==> src/rtl/br_arb_wrr_burst.sv <==
// Weighted round-robin arbiter with burst locking: one-hot zero-latency grant, owner keeps the
// resource for a whole burst and for up to `weight` bursts per turn. Option: BR_ARB_WRR_BURST_ABORT_EN.
module br_arb_wrr_burst #(
    parameter int NumRequesters = 4,
    parameter int WeightWidth   = 4
) (
    input  logic                                 clk,
    input  logic                                 rst,
    input  logic [NumRequesters-1:0]             request,
    input  logic [NumRequesters-1:0]             request_last,
    input  logic [NumRequesters*WeightWidth-1:0] weight,
    input  logic                                 ready,
    output logic [NumRequesters-1:0]             grant,
    output logic                                 locked,
    output logic [NumRequesters-1:0]             owner,
    output logic                                 abort
);

    localparam logic [NumRequesters-1:0] OwnerRst  = {1'b1, {(NumRequesters-1){1'b0}}};
    localparam logic [WeightWidth-1:0]   CreditOne = WeightWidth'(1);

    logic [NumRequesters-1:0] owner_r;
    logic [WeightWidth-1:0]   credit_r;
    logic                     locked_r;
    logic                     abort_r;

    logic [NumRequesters-1:0] owner_n_s;
    logic [WeightWidth-1:0]   credit_n_s;
    logic                     locked_n_s;
    logic                     abort_n_s;

    logic [NumRequesters-1:0] higher_s;
    logic [NumRequesters-1:0] req_hi_s;
    logic [NumRequesters-1:0] rot_grant_s;
    logic [WeightWidth-1:0]   sel_weight_s;
    logic [WeightWidth-1:0]   eff_weight_s;
    logic [WeightWidth-1:0]   credit_base_s;
    logic                     xfer_s;
    logic                     reload_s;
    logic                     last_s;

    function automatic logic [NumRequesters-1:0] lowest_set(input logic [NumRequesters-1:0] vec);
        lowest_set = vec & (~vec + NumRequesters'(1));
    endfunction

    // Rotating priority: requesters above the owner first, then wrap from index 0 (owner last).
    always_comb begin
        logic seen;
        seen     = 1'b0;
        higher_s = '0;
        for (int i = 0; i < NumRequesters; i++) begin
            higher_s[i] = seen;
            seen        = seen | owner_r[i];
        end
        req_hi_s    = request & higher_s;
        rot_grant_s = (req_hi_s != '0) ? lowest_set(req_hi_s) : lowest_set(request);
    end

    // Grant selection: lock, sticky owner while credit remains, else rotation.
    always_comb begin
        if (rst) begin
            grant = '0;
        end else if (locked_r) begin
            grant = owner_r & request;
        end else if (((request & owner_r) != '0) && (credit_r != '0)) begin
            grant = owner_r;
        end else begin
            grant = rot_grant_s;
        end
    end

    // Weight of the granted requester, with zero promoted to one.
    always_comb begin
        sel_weight_s = '0;
        for (int i = 0; i < NumRequesters; i++) begin
            sel_weight_s = sel_weight_s | (weight[i*WeightWidth +: WeightWidth] & {WeightWidth{grant[i]}});
        end
        eff_weight_s = (sel_weight_s == '0) ? CreditOne : sel_weight_s;
    end

    // Next-state: credit reload/decrement and lock tracking on each transfer.
    always_comb begin
        xfer_s        = ready && (grant != '0);
        reload_s      = (grant != owner_r) || (credit_r == '0);
        last_s        = (grant & request_last) != '0;
        credit_base_s = reload_s ? eff_weight_s : credit_r;
        owner_n_s     = owner_r;
        credit_n_s    = credit_r;
        locked_n_s    = locked_r;
        abort_n_s     = 1'b0;
        if (xfer_s) begin
            owner_n_s = grant;
            if (last_s) begin
                credit_n_s = credit_base_s - CreditOne;
                locked_n_s = 1'b0;
            end else begin
                credit_n_s = credit_base_s;
                locked_n_s = 1'b1;
            end
        end else begin
`ifdef BR_ARB_WRR_BURST_ABORT_EN
            // Owner vanished mid-burst: drop the lock and forfeit the rest of its turn.
            if (locked_r && ((request & owner_r) == '0)) begin
                locked_n_s = 1'b0;
                credit_n_s = '0;
                abort_n_s  = 1'b1;
            end else begin
                abort_n_s  = 1'b0;
            end
`else
            abort_n_s = 1'b0;
`endif
        end
    end

    // State registers.
    always_ff @(posedge clk or posedge rst) begin
        if (rst) begin
            owner_r  <= OwnerRst;
            credit_r <= '0;
            locked_r <= 1'b0;
            abort_r  <= 1'b0;
        end else begin
            owner_r  <= owner_n_s;
            credit_r <= credit_n_s;
            locked_r <= locked_n_s;
            abort_r  <= abort_n_s;
        end
    end

    assign owner  = owner_r;
    assign locked = locked_r;
    assign abort  = abort_r;

    br_arb_wrr_burst_chk #(
        .NumRequesters(NumRequesters)
    ) u_chk (
        .clk     (clk),
        .rst     (rst),
        .request (request),
        .grant   (grant),
        .locked  (locked_r),
        .owner   (owner_r)
    );

endmodule

// Protocol checks for the arbiter outputs.
module br_arb_wrr_burst_chk #(
    parameter int NumRequesters = 4
) (
    input logic                     clk,
    input logic                     rst,
    input logic [NumRequesters-1:0] request,
    input logic [NumRequesters-1:0] grant,
    input logic                     locked,
    input logic [NumRequesters-1:0] owner
);

    a_grant_onehot0: assert property (@(posedge clk) disable iff (rst) $onehot0(grant));
    a_grant_subset_req: assert property (@(posedge clk) disable iff (rst) ((grant & ~request) == '0));
    a_grant_subset_owner: assert property (@(posedge clk) disable iff (rst)
        locked |-> ((grant & ~owner) == '0));
`ifndef BR_ARB_WRR_BURST_ABORT_EN
    // Without abort support the owner must keep requesting until its last beat.
    a_hold_request: assert property (@(posedge clk) disable iff (rst)
        locked |-> ((request & owner) != '0));
`endif

endmodule

==> config.mk <==
export PLATFORM = sky130hd
export DESIGN_NAME = br_arb_wrr_burst
export DESIGN_NICKNAME = d
export VERILOG_FILES = /design/src/rtl/br_arb_wrr_burst.sv
export SDC_FILE = /design/constraint.sdc
export NUM_CORES = 1
export LEC_CHECK = 0
export BUFFER_PORTS_ARGS = -buffer_cell sky130_fd_sc_hd__clkbuf_2
export CORE_MARGIN = 1.5
export CORE_UTILIZATION = 40
export CTS_CLUSTER_SIZE = 24
export DETAILED_ROUTE_END_ITERATION = 10
export PLACE_DENSITY = 0.74
export SLEW_MARGIN = 20
export SYNTH_ARGS = -nofsm -noshare
export SYNTH_HDL_FRONTEND = slang
export SYNTH_SLANG_ARGS = --single-unit
==> constraint.sdc <==
create_clock -name clk -period 9.3 [get_ports clk]
set_input_delay 1.86 -clock clk [delete_from_list [all_inputs] [get_ports clk]]
set_output_delay 1.86 -clock clk [all_outputs]
set_load 0.01 [all_outputs]
==> results.cfg <==
[place]
placed_area_um2 = 1380
hpwl_um = 2810
place_congestion = 0.902
numPortBuffers = 35

[drt]
dr_wl_met3_um = 229
drtAntennaViolNets = 0
topRoutingLayerUsed = met4
drc = 2
drt-total-wl_um = 3570
vias = 1421
wl_met2_um = 1770
wl_met1_um = 1520
drtPass1Iterations = 7
wire_per_inst_um = 16.0
via_per_inst = 6.34
drt_iter0_drc = 145

[layout]
fill_cells = 299
nNetsFinal = 222
layout_common_cells = clkbuf_2, nand2_1, a21oi_1, inv_1, nor2_1
drive_gt1_frac = 0.269
design_area_um2 = 1420
n_antenna_cell = 0
layout_commonest_cell = clkbuf_2
areaGrowthSynthToFinish_pct = 16.0

[cts]
insertion_delay_ns = 0.26
post_cts_resized = 0
cts_tree = built
clockRootBuffer = clkbuf_4
htreeDepth = 1
ctsHoldBuffers = 0
numCtsBuffers = 3
cts_num_sinks = 9
cts_setup_buffers = 0
clock_path_buffers = 2
clkTransAtPathRegs_ns = 0.06

[job]
max_cap_violations = 0

[yosys]
synth_edf_count = 0
synth_area_leader_cell = dfrtp_1
postSynthCellCount = 165
async_flop_share = 1.00
synth.yosys.seq_area_share = 0.185
ys.flop_type = dfrtp_1
synth-seq-cells = 9
synthesis.nets = 193
synth_area_per_cell_um2 = 7.40
syn_area_um2 = 1220
yosysWarningCount = 0
synth_area_leaders = dfrtp_1, nand2_1, a21oi_1
yosysUniqueCellTypes = 54
synth_top_area_frac = 0.164

[status]
status = finished with violations
violations = design-rule violations

[pwr]
power_frac_comb = 0.730
power_density_nw_per_um2 = 335
intPower_uw = 216
sw_frac_of_total = 0.546
power.leakage_uw = 0.000650
power.net_switching_uw = 259
ir_drop_uv = 196
clkPwrFrac = 0.063
seqPwrFrac = 0.207

[timing]
grt_setup_unrepaired = no
finalSetupTns_ns = 0
period_minus_slack_ns = 5.78
fin_crit_sh = 0.622
slew_headroom = 0.461
fin_skew_ns = 0.00148
finalSetupViolations = 0
hold_viol_final = 0
max_clock_freq_ghz = 0.173
worst_pin_slew_ns = 0.795
maxSlewViolCount = 0

[critical_path]
crit_type = input pin to output pin
crit_path_start = request[1]
regToRegStartpoint = owner[1]
worst_setup_path_end_kind = output pin
arrival_ns = 3.92
critPathMaxFanout = 8
critPathLaunchType = input pin
critical_path_required_ns = 7.44

[global_route]
antenna_found_initial = 0
grt_pass1_wl_um = 5530
grt_pass1_vias = 1216
grt.total_usage = 0.211
grt_max_degree = 16
grt_overflow = 0

[die]
start_util = 0.432
num_rows = 19
dieArea_um2 = 3390
core_um2 = 2830
die_h_um = 58.3
die_w_um = 58.3
ios = 37

[min_path]
hold_path_class = flop to flop
hp-start = owner[3]
cell usage after synthesis, types with 3 or more instances:
| cell | instances |
|---|---|
| a2111o_1 | 3 |
| a211oi_1 | 5 |
| a21boi_0 | 4 |
| a21o_1 | 3 |
| a21oi_1 | 13 |
| a21oi_2 | 3 |
| and3_1 | 3 |
| clkbuf_1 | 6 |
| dfrtp_1 | 8 |
| inv_1 | 11 |
| nand2_1 | 24 |
| nand2b_1 | 4 |
| nor2_1 | 10 |
| nor3_1 | 4 |
| o211ai_1 | 6 |
| o21ai_0 | 6 |
| o22ai_1 | 3 |
power by group through the flow:
stage                     clock [uW]  sequential, uW  combinational [uW]
final                           29.9            98.2                 346
after global routing            33.6             102                 384
after CTS                       31.4            97.0                 338
after detailed placement           0            97.7                 336
after global placement             0            97.8                 335
after floorplan                    0            79.2                 280
path summary, 6_finish.rpt:
check | to | slack, ns | cells after the start
max in group asynchronous | owner[3] | 7.27 | 2
min | owner[3] | 0.53 | 2
max | grant[3] | 3.52 | 6
min in group asynchronous | owner[0] | 1.68 | 2
max reg2reg | credit_r[2] | 5.10 | 12
min reg2reg | owner[3] | 0.53 | 2
layout make-up:
cell class / count / area, um2 / area share
multi-input cells: 134 / 908 / 0.641
flip-flops and latches: 9 / 226 / 0.160
repair buffers: 35 / 175 / 0.124
inverters: 11 / 41.3 / 0.0292
well taps: 31 / 38.8 / 0.0274
clock buffers: 4 / 26.3 / 0.0186
sequential cells by signal, indices dropped and copies added (netlist names):
register and count:
credit_r 4, owner 4, locked 1
per-layer routing:
metal / vias up / track usage
met5: - / 0
met4: 0 / 0.0963
met3: 10 / 0.0424
met2: 66 / 0.331
met1: 660 / 0.278
li1: 685 / -
through the flow:
stage / hold slack [ns] / power (uW) / util / cells / setup WS (ns)
after floorplan: 0.500 / 359 / - / 165 / 4.09
after global placement: 0.510 / 433 / 0.487 / 220 / 3.70
after detailed placement: 0.515 / 434 / 0.487 / 220 / 3.64
after CTS: 0.525 / 467 / 0.497 / 224 / 3.63
after global routing: 0.544 / 520 / 0.501 / 224 / 3.42
final: 0.527 / 474 / 0.501 / 224 / 3.52
cells by family (layout without fill, tap and decap cells):
family                   Yosys count  count (layout)  share of synthesized area
AO/OA/AOI/OAI                     68              68                      0.448
AND/OR/NAND/NOR                   63              63                      0.264
buffers and inverters             22              50                     0.0799
flip-flops                         9               9                      0.185
adder cells (fa/ha/maj)            1               1                     0.0102
other                              1               1                    0.00307
multiplexers                       1               1                    0.00922
critical path: stages:
cell	delay [ns]
clkbuf_2	0.14
a222oi_1	0.74
a21o_1	0.29
o211ai_1	0.19
a21oi_2	0.48
clkbuf_2	0.22
No activity file was read; power rests on OpenSTA's default activity.
